`src/rtl/mux_nto1_stream.sv`:
```
// N-channel, W-bit streaming selector with a registered valid/ready output stage.
// Grant is manual (sel) or round-robin. Define MUX_PARITY_EN to add the out_par output.
module mux_nto1_stream #(
    parameter int NCH  = 8,
    parameter int W    = 1,
    parameter int SELW = $clog2(NCH)
) (
    input  logic             clk,
    input  logic             rst_n,
    input  logic [NCH*W-1:0] in_data,
    input  logic [NCH-1:0]   in_valid,
    output logic [NCH-1:0]   in_ready,
    input  logic             mode,
    input  logic [SELW-1:0]  sel,
    output logic [W-1:0]     out_data,
    output logic [SELW-1:0]  out_ch,
    output logic             out_valid,
`ifdef MUX_PARITY_EN
    output logic             out_par,
`endif
    input  logic             out_ready
);

    logic            valid_q, valid_d;
    logic [W-1:0]    data_q, data_d;
    logic [SELW-1:0] ch_q, ch_d;
    logic [SELW-1:0] last_q, last_d;
    logic            load_en, xfer;

    logic [NCH-1:0]  man_oh, hi_mask, rr_req, rr_oh, gnt_oh, xfer_oh;
    logic [NCH:0][W-1:0]    data_acc;
    logic [NCH:0][SELW-1:0] ch_acc;

    assign load_en = !valid_q || out_ready;

    // Per-channel grant terms and one-hot to data/index reduction chains.
    // An out-of-range sel matches no channel, so it never grants.
    assign data_acc[0] = '0;
    assign ch_acc[0]   = '0;
    for (genvar g = 0; g < NCH; g++) begin : g_ch
        assign man_oh[g]     = in_valid[g] && (sel == SELW'(g));
        assign hi_mask[g]    = (SELW'(g) > last_q);
        assign data_acc[g+1] = data_acc[g] | (xfer_oh[g] ? in_data[g*W +: W] : '0);
        assign ch_acc[g+1]   = ch_acc[g]   | (xfer_oh[g] ? SELW'(g) : '0);
    end

    // Round-robin: prefer requesters above the last winner, else wrap to the lowest.
    assign rr_req = (|(in_valid & hi_mask)) ? (in_valid & hi_mask) : in_valid;
    assign rr_oh  = rr_req & (~rr_req + NCH'(1));

    assign gnt_oh   = mode ? rr_oh : man_oh;
    assign in_ready = (load_en && rst_n) ? gnt_oh : '0;
    assign xfer_oh  = in_ready & in_valid;
    assign xfer     = |xfer_oh;

    always_comb begin
        valid_d = valid_q;
        data_d  = data_q;
        ch_d    = ch_q;
        last_d  = last_q;
        if (xfer) begin
            valid_d = 1'b1;
            data_d  = data_acc[NCH];
            ch_d    = ch_acc[NCH];
            last_d  = ch_acc[NCH];
        end else if (out_ready) begin
            valid_d = 1'b0;
        end
    end

    always_ff @(posedge clk or negedge rst_n) begin
        if (!rst_n) begin
            valid_q <= 1'b0;
            data_q  <= '0;
            ch_q    <= '0;
            last_q  <= SELW'(NCH - 1);
        end else begin
            valid_q <= valid_d;
            data_q  <= data_d;
            ch_q    <= ch_d;
            last_q  <= last_d;
        end
    end

    assign out_valid = valid_q;
    assign out_data  = data_q;
    assign out_ch    = ch_q;

`ifdef MUX_PARITY_EN
    logic par_q, par_d;

    always_comb begin
        par_d = par_q;
        if (xfer) par_d = ^data_acc[NCH];
    end

    always_ff @(posedge clk or negedge rst_n) begin
        if (!rst_n) par_q <= 1'b0;
        else        par_q <= par_d;
    end

    assign out_par = par_q;
`endif

endmodule

```
`config.mk`:
```
export PLATFORM = sky130hd
export DESIGN_NAME = mux_nto1_stream
export DESIGN_NICKNAME = d
export VERILOG_FILES = /design/src/rtl/mux_nto1_stream.sv
export SDC_FILE = /design/constraint.sdc
export NUM_CORES = 1
export LEC_CHECK = 0
export CORE_ASPECT_RATIO = 1.75
export CORE_MARGIN = 2
export CORE_UTILIZATION = 45
export DETAILED_ROUTE_END_ITERATION = 7
export GPL_ROUTABILITY_DRIVEN = 0
export PLACE_DENSITY = 0.77
export SYNTH_ARGS = -nofsm -noshare
export SYNTH_HDL_FRONTEND = slang
export SYNTH_SLANG_ARGS = --single-unit
```
`constraint.sdc`:
```
create_clock -name clk -period 7.25 [get_ports clk]
set_input_delay 1.0875 -clock clk [delete_from_list [all_inputs] [get_ports clk]]
set_output_delay 1.0875 -clock clk [all_outputs]
set_load 0.01 [all_outputs]
```
==> flow_summary.yaml, run 1 <==
timing:
  fin_tns_setup_ns: 0
  finalCritPeriodShare_pct: 64.8
  fin_crit_ns: 4.70
  final-setup-viol-count: 0
  fin_ws_ns: 2.55
  tightestPinTransition_ns: 0.605
  finClkSkew_ns: 0.00285
  hold_viol_final: 0
  slew-limit-headroom_pct: 59.6
  rsz0062_at_grt: "false"
  max_freq_ghz: 0.213
  drv_slew: 0
synthesis:
  avgSynthCellArea_um2: 8.20
  yosysWarnings: 0
  synthFlopType: "dfrtp_1"
  synth_edf_count: 0
  synthMuxAreaShare_pct: 0.872
  synthSimpleGateAreaFrac_pct: 33.6
  synthXorXnorAreaFrac_pct: 0
  synthAdderAreaFrac_pct: 0
  synth-seq-area-share_pct: 17.8
  synth_cells: 140
  synth.most_common_cell: "nand2_1"
  synthTopCellsByArea: "dfrtp_1 11%, dfstp_2 6.9%, nand2_1 5.9%"
  synth_fp_nets: 163
  yosys-top-cells-count: "18 x nand2_1, 7 x a21o_1, 7 x nand3_1, 7 x o21ai_0, 6 x inv_1"
  synth_top_area_cell: "dfrtp_1"
  synth.top_cell.area_share_pct: 10.9
  synth_compound_area_share_pct: 39.5
  synthArstFlopShare_pct: 100
  ys_types: 64
  synth_top_family_by_area: "compound AO/OA/AOI/OAI gates"
  syn_area_mm2: 0.00115
  ys_ff_latch: 8
final_layout:
  stdcell_count: 197
  design_area_mm2: 0.00151
  fin_nets: 195
  register_area_um2: 204
  n_fill_cell: 227
  multiInputGateArea_um2: 848
  antennaDiodeCount: 0
  drive_above_1_share_pct: 18.7
  area_growth_pct: 31.4
grt:
  antenna_found_initial: 0
  grt_first_pass_wirelength_um: 5980
  first_global_vias: 1290
  grt_start_max_net_pins: 15
  grt_use_total_pct: 25.8
  grt.overflow.total: 0
worst_setup_path:
  cp_slowest_cell: "clkdlybuf4s50_1"
  cp_common_cell: "clkdlybuf4s50_1"
  cp_data_arrival_time_ns: 3.61
  required_ns: 6.16
  path_cells: "clkdlybuf4s50_1 -> a21oi_2 -> o311ai_2 -> o211ai_2 -> o31ai_2 -> clkdlybuf4s50_1"
  crit_type: "in -> out"
  worstRegToRegCells: 8
  worst_setup_path_start_kind: "input port"
  crit_path_max_incr_delay_ns: 0.61
  cp_max_fo: 6
  worstSetupEndpointType: "output pin"
floorplanning:
  fp.dieW_um: 42.2
  die-area_mm2: 0.00299
  rows: 24
  fp.dieH_um: 70.8
  core_mm2: 0.00246
  io_pins: 36
  start_util_pct: 46.6
hold_path:
  hold_class: "reg -> reg"
  hold_path_depth: 1
cts:
  clk_path_buf_depth: 2
  cts_tree: "yes"
  cts.sinks: 8
  postCtsSetupBuffers: 0
  clk_pin_slew_ns: 0.04
  cts_resized: 0
  insertion_delay_ns: 0.23
  ctsHoldBuffers: 0
  cts_max_level: 1
  cts_buffers: 3
  root_buffer: "clkbuf_8"
detailed_routing:
  dr.pass1.iters: 4
  dr_wl_met3_um: 278
  vias: 1286
  avgRoutedWirePerCell_um: 18.4
  ant_nets: 0
  drt_drc_violations_left: 0
  drt_iter0_markers: 85
  met2_length_um: 1810
  wl_met1_um: 1310
  routed_via_density: 6.53
  wl_um: 3620
  dr.max_layer_used: "met4"
placement:
  portBuffers: 35
  place_area_mm2: 0.00146
  dp_cells: 193
  place_worst_setup_slack_ns: 2.61
  dp_hpwl_um: 2790
power:
  max-vdd-ir-drop_mv: 0.219
  power_density_mw_per_mm2: 291
  static-leakage-power_nw: 0.592
outcome:
  status: "finished clean"
run:
  max-cap-violations: 0
## cells by family after synthesis
kind of cell,after synthesis
AOI/OAI and AO/OA,53
DFF,8
buffers and inverters,15
muxes,1
and+or+nand+nor,63
## cell usage in the layout, fill, tap and decap left out, types with 4 or more instances in the layout
| master | count |
|---|---|
| nor3_1 | 4 |
| dfrtp_1 | 5 |
| o211ai_1 | 5 |
| a211oi_1 | 4 |
| nand2_1 | 18 |
| inv_1 | 6 |
| nand3_1 | 7 |
| nor2b_1 | 4 |
| a21o_1 | 7 |
| o21ai_0 | 7 |
| clkdlybuf4s50_1 | 35 |
| nor2_1 | 5 |
## worst max-delay path, delay by kind of cell
kind            cells  cell delay, ns
compound gates      4            1.30
buf+inv             2            1.22
## power by group
| group | internal (mW) | switching [mW] |
|---|---|---|
| Clock | 0.0384 | 0.0205 |
| Combinational | 0.127 | 0.139 |
| Sequential | 0.0746 | 0.0386 |
## metal layers
| layer | vias up | global-route usage (%) |
|---|---|---|
| met5 | - | 0 |
| met3 | 23 | 5.10 |
| met2 | 80 | 44.1 |
| li1 | 594 | - |
| met4 | 0 | 17.7 |
| met1 | 589 | 27.6 |
## state kept, by name (all words and copies together), names as in the netlist
signal / count
last_q: 3
out_ch: 3
out_data: 1
out_valid: 1
## final cells by class
class                           count  area share (%)
Multi-Input combinational cell    117            56.3
Timing Repair Buffer               35            23.2
Sequential cell                     8            13.5
Clock buffer                        4            2.99
Tap cell                           26            2.16
Inverter                            7            1.83
## through the flow
| stage | utilization (%) | hold slack [ns] | power (mW) |
|---|---|---|---|
| global route | 61.2 | 0.508 | 0.466 |
| finish | 61.2 | 0.472 | 0.438 |
| CTS | 61.2 | 0.474 | 0.437 |
| detailed placement | 59.4 | 0.469 | 0.373 |
| floorplan | - | 0.518 | 0.297 |
| global placement | 59.4 | 0.459 | 0.367 |
## final timing paths
path	from	endpoint	slack, ns
max	in_valid[1]	in_ready[5]	2.55
max reg2reg	last_q[1]	out_data	4.57
min in group asynchronous	rst_n	out_valid	1.19
min	out_ch[2]	out_ch[2]	0.47
min reg2reg	out_ch[2]	out_ch[2]	0.47
max in group asynchronous	rst_n	last_q[1]	5.70
Note: power is estimated with default switching activity, not from simulation.
==> run 2, diff against run 1 <==
--- a/config.mk
+++ b/config.mk
@@ -7,10 +7,10 @@
 export LEC_CHECK = 0
 export CORE_ASPECT_RATIO = 1.75
 export CORE_MARGIN = 2
-export CORE_UTILIZATION = 45
+export CORE_UTILIZATION = 42
 export DETAILED_ROUTE_END_ITERATION = 7
 export GPL_ROUTABILITY_DRIVEN = 0
-export PLACE_DENSITY = 0.77
+export PLACE_DENSITY = 0.75
 export SYNTH_ARGS = -nofsm -noshare
 export SYNTH_HDL_FRONTEND = slang
 export SYNTH_SLANG_ARGS = --single-unit
==> constraint.sdc (replaced) <==
create_clock -name clk -period 3.8 [get_ports clk]
set_input_delay 0.57 -clock clk [delete_from_list [all_inputs] [get_ports clk]]
set_output_delay 0.57 -clock clk [all_outputs]
set_load 0.01 [all_outputs]
==> run 2 against run 1 <==
Against the previous run:
- non-clock buffer count increased by 2
- clock skew increased by 0.0050 ns
- cell count increased by 1.5%
- via count decreased by 1.2%
- sequential share of layout area decreased by 0.14 points
- sequential power increased by 86%
- count of clock-buffer cells in the layout unchanged
- global-route usage decreased by 1.3 points
- wire length decreased by 1.7%
==> flow_summary.yaml, run 2 (same netlist as run 1, synthesis figures left out) <==
run:
  max-cap-violations: 0
floorplanning:
  die-area_mm2: 0.00318
  fp.dieH_um: 73.1
  start_util_pct: 43.2
  rows: 25
  fp.dieW_um: 43.5
  io_pins: 36
  core_mm2: 0.00266
detailed_routing:
  dr.pass1.iters: 4
  avgRoutedWirePerCell_um: 17.8
  ant_nets: 0
  vias: 1270
  drt_iter0_markers: 50
  wl_um: 3560
  drt_drc_violations_left: 0
  routed_via_density: 6.35
timing:
  max_freq_ghz: 0.277
  hold_viol_final: 0
  finalCritPeriodShare_pct: 95.0
  fin_crit_ns: 3.61
  tightestPinTransition_ns: 0.595
  finClkSkew_ns: 0.00785
  fin_tns_setup_ns: 0
  rsz0062_at_grt: "false"
  final-setup-viol-count: 0
  drv_slew: 0
  slew-limit-headroom_pct: 60.3
cts:
  cts_resized: 0
  cts.sinks: 8
  root_buffer: "clkbuf_8"
  clk_pin_slew_ns: 0.04
  ctsHoldBuffers: 0
  insertion_delay_ns: 0.23
  cts_max_level: 1
  cts_tree: "yes"
  cts_buffers: 3
  clk_path_buf_depth: 2
  postCtsSetupBuffers: 0
grt:
  antenna_found_initial: 0
  top_usage_layer: "met2"
  grt_start_max_net_pins: 15
  grt_first_pass_wirelength_um: 5930
  grt_use_total_pct: 24.5
  first_global_vias: 1302
  met2_usage_pct: 44.8
  grt.overflow.total: 0
  met3_usage_pct: 3.22
  use_met1_pct: 25.8
final_layout:
  drive_above_1_share_pct: 19.7
  area_growth_pct: 32.8
  layout_commonest_cell: "clkdlybuf4s50_1"
  antennaDiodeCount: 0
  n_fill_cell: 237
  final_cell_mix: "35 x clkdlybuf4s50_1, 18 x nand2_1, 7 x o21ai_0, 7 x nand3_1, 7 x a21o_1"
  fin_nets: 197
  design_area_mm2: 0.00152
power:
  sw_frac_of_total_pct: 44.1
  clock_power_share_pct: 13.0
  p_comb_share_pct: 61.4
  power_density_mw_per_mm2: 538
  max-vdd-ir-drop_mv: 0.435
  static-leakage-power_nw: 0.602
  switching_power_mw: 0.361
  power.internal_mw: 0.459
  seqPwrFrac_pct: 25.6
worst_setup_path:
  crit_type: "in -> out"
  cp_common_cell: "clkdlybuf4s50_1"
  cp_slowest_cell: "clkdlybuf4s50_1"
  path_cells: "clkdlybuf4s50_1 -> a21boi_1 -> o22ai_2 -> o311ai_2 -> or3_1 -> o21ai_2 -> clkdlybuf4s50_1"
  cp_max_fo: 8
  cp_data_arrival_time_ns: 3.04
  required_ns: 3.23
  worst_setup_path_start_kind: "input port"
  worstSetupEndpointType: "output pin"
  crit_path_max_incr_delay_ns: 0.61
placement:
  place_area_mm2: 0.00148
  portBuffers: 35
  dp_hpwl_um: 2920
hold_path:
  hold_class: "reg -> reg"
outcome:
  status: "finished clean"
## run 2: cell types whose count changed in the layout (fill, tap and decap cells not counted), sizes merged
cell	before	now
buf	0	2
## run 2: worst paths after layout
kind	startpoint	endpoint	slack, ns	cells past startpoint
worst max-delay path	in_valid[7]	in_ready[1]	0.19	7
worst min-delay path	out_ch[0]	out_ch[0]	0.48	1
worst max register to register	last_q[1]	out_data	1.18	8
worst min register to register	out_ch[0]	out_ch[0]	0.48	1
max in group asynchronous	rst_n	last_q[0]	2.81	2
min in group asynchronous	rst_n	out_ch[2]	0.77	2
## run 2: cell type report
cell class	count	area [µm²]	area share, %
clock buffers	4	45.0	2.96
inverters	7	27.5	1.81
multi-input cells	117	848	55.7
flip-flops and latches	8	204	13.4
well taps	27	33.8	2.22
repair buffers	37	365	24.0
## run 2: critical path: cells and delay by family
family | cells | cell delay, ns
buffers and inverters | 2 | 1.19
AND/OR/NAND/NOR | 1 | 0.45
AO/OA/AOI/OAI | 4 | 0.83
## run 2: power groups by stage
stage               registers [mW]  logic (mW)  clock network [mW]
floorplan                    0.182       0.384                   0
global placement             0.209       0.490                   0
detailed placement           0.209       0.499                   0
CTS                          0.209       0.502               0.113
global route                 0.219       0.543               0.116
finish                       0.210       0.504               0.106
## run 2: through the flow
stage	hold WS (ns)	power [mW]	worst slack (ns)	utilization (%)	instances
after floorplan	0.274	0.566	1.40	-	140
after global placement	0.469	0.700	0.288	55.6	196
after detailed placement	0.468	0.708	0.230	55.6	196
after CTS	0.482	0.824	0.200	57.3	200
after global routing	0.512	0.878	0.0384	57.3	200
final	0.479	0.820	0.190	57.3	200
## run 2: per-layer routing
layer	share of wire, %	vias up
li1	-	599
met1	36	588
met2	53	64
met3	5.4	19
met4	5.3	0
met5	0	-
==> run 3, diff against run 2 <==
--- a/config.mk
+++ b/config.mk
@@ -8,6 +8,7 @@
 export CORE_ASPECT_RATIO = 1.75
 export CORE_MARGIN = 2
 export CORE_UTILIZATION = 42
+export CTS_CLUSTER_SIZE = 20
 export DETAILED_ROUTE_END_ITERATION = 7
 export GPL_ROUTABILITY_DRIVEN = 0
 export PLACE_DENSITY = 0.75
==> results of run 3 <==
Same layout as run 2: the final DEF is identical, and so are final timing and power.
==> variant (config.mk and constraints of run 1) <==
Build with the macro `MUX_PARITY_EN` defined.
--- a/src/rtl/mux_nto1_stream.sv
+++ b/src/rtl/mux_nto1_stream.sv
@@ -1,5 +1,7 @@
 // N-channel, W-bit streaming selector with a registered valid/ready output stage.
 // Grant is manual (sel) or round-robin. Define MUX_PARITY_EN to add the out_par output.
+`define MUX_PARITY_EN
+
 module mux_nto1_stream #(
     parameter int NCH  = 8,
     parameter int W    = 1,
Check against the original RTL (old outputs only; new: out_par): equivalent (equiv_simple and equiv_induct, registers matched by name and starting in step).
==> variant against run 1 <==
Cell count is 0.51% higher. Total power is 1.3% higher. Register-to-register slack better by 20 ps. Area after synthesis is 0.65% higher. Design area is 0.66% higher. Sequential cell count stayed put. Wire length is 0.80% higher. Setup slack worse by 35 ps. Sequential share of layout area is 0.089 points lower. Critical path type unchanged. Highest routed layer unchanged.
==> variant: results (changes against run 1) <==
placed instance count=194 (was 193); leading post-synthesis cells by cell area=dfrtp_1 (11%), dfstp_2 (6.8%), nand2_1 (5.9%) (was dfrtp_1 (11%), dfstp_2 (6.9%), nand2_1 (5.9%)); Syn Inst Count=141 (was 140); All-Layer GR Usage=25.4% (was 25.8%); Routed WL=3650 µm (was 3620 µm); crit share post-route=65.3% (was 64.8%); most instantiated cells after synthesis=nand2_1 (18), a21o_1 (7), nand3_1 (7), o21ai_0 (7), inv_1 (6) (unchanged); layout cells sized above 1=18.6% (was 18.7%); HPWL reported at the end of detailed placement=2820 µm (was 2790 µm); Synth async-reset ratio=100% (unchanged); global-route wire length before repair=5980 µm (unchanged); # fillers=241 (was 227); Port Buffers=36 (was 35); critical path arrival=3640 ps (was 3610 ps); final layout net count=196 (was 195); final setup vio count=0 (unchanged); Yosys cell types=64 (unchanged); vias in the first global route=1310 (was 1290); Placed Instance Area=0.00147 mm² (was 0.00146 mm²); Seq/Total Area, Yosys=17.7% (was 17.8%); Leakage=0.596 nW (was 0.592 nW); status=completed (unchanged); Primary FF master, synth=dfrtp_1 (unchanged); setup bufs post-CTS=0 (unchanged); syn_nets=164 (was 163); critical path peak fanout=8 (was 6); Max-Slew Margin vs Limit=57.9% (was 59.6%); reg2reg start=last_q[1] (unchanged); dpl ws=2580 ps (was 2610 ps); Worst-path clk slew=40 ps (about the same); DR WL/cell=18.4 µm (about the same); n_diodes=0 (unchanged); vias per cell=6.45 (was 6.53); clk_skew=10.6 ps (was 2.85 ps); Hold Path Origin=out_ch[1] (was out_ch[2]); Reg2Reg Setup Slack=4590 ps (was 4570 ps); Worst Setup SP=in_valid[7] (was in_valid[1]); Yosys warnings=0 (unchanged); NetSw=200 µW (was 198 µW); maximum vdd ir drop=0.201 mV (was 0.219 mV); Iteration-0 DRC Markers=37 (was 85)
==> variant: changes by cell type after synthesis <==
cell,change
buf_4,+1
==> variant: worst max-delay path, stage by stage <==
cell,delay [ps]
clkdlybuf4s50_1,620
a21boi_1,250
o22ai_2,150
o311ai_2,240
or3_1,470
o21ai_2,250
clkdlybuf4s50_1,580
==> variant: layout make-up <==
type / count / area, µm² / area share, %
tap: 26 / 32.5 / 2.14
multi-input combinational: 117 / 848 / 55.9
timing repair buffer: 36 / 360 / 23.7
clock buffer: 4 / 45.0 / 2.97
inverter: 7 / 27.5 / 1.81
sequential: 8 / 204 / 13.4
==> variant: kinds of logic after synthesis <==
kind of cell / share of synthesized area [%]
compound gates: 39.2
buf+inv: 8.88
flops: 17.7
mux: 0.867
simple gates: 33.4
==> variant: power groups by stage <==
stage          Clock, mW  Sequential, mW  Combinational, mW
2_1_floorplan          0          0.0958              0.206
6_report          0.0588           0.114              0.271
3_5_place_dp           0           0.112              0.265
4_1_cts           0.0593           0.113              0.270
5_1_grt           0.0614           0.117              0.293
3_3_place_gp           0           0.112              0.261
==> variant: final timing paths <==
| kind | cells after the start | end |
|---|---|---|
| min in group asynchronous | 1 | out_ch[2] |
| max | 7 | in_ready[1] |
| min reg2reg | 1 | out_ch[1] |
| max in group asynchronous | 1 | last_q[1] |
| max reg2reg | 8 | out_par |
| min | 1 | out_ch[1] |
==> variant: per-stage QoR <==
stage,hold slack (ps),power (mW)
after floorplan,518,0.301
after global placement,468,0.373
after detailed placement,469,0.377
after CTS,492,0.441
after global routing,515,0.471
final,488,0.444
==> variant: per-layer routing <==
layer | GRT usage, % | part of all wire, % | vias up
li1 | - | - | 592
met1 | 27.5 | 38 | 599
met2 | 45.0 | 51 | 62
met3 | 2.04 | 3.9 | 24
met4 | 17.4 | 6.8 | 0
met5 | 0 | 0 | -
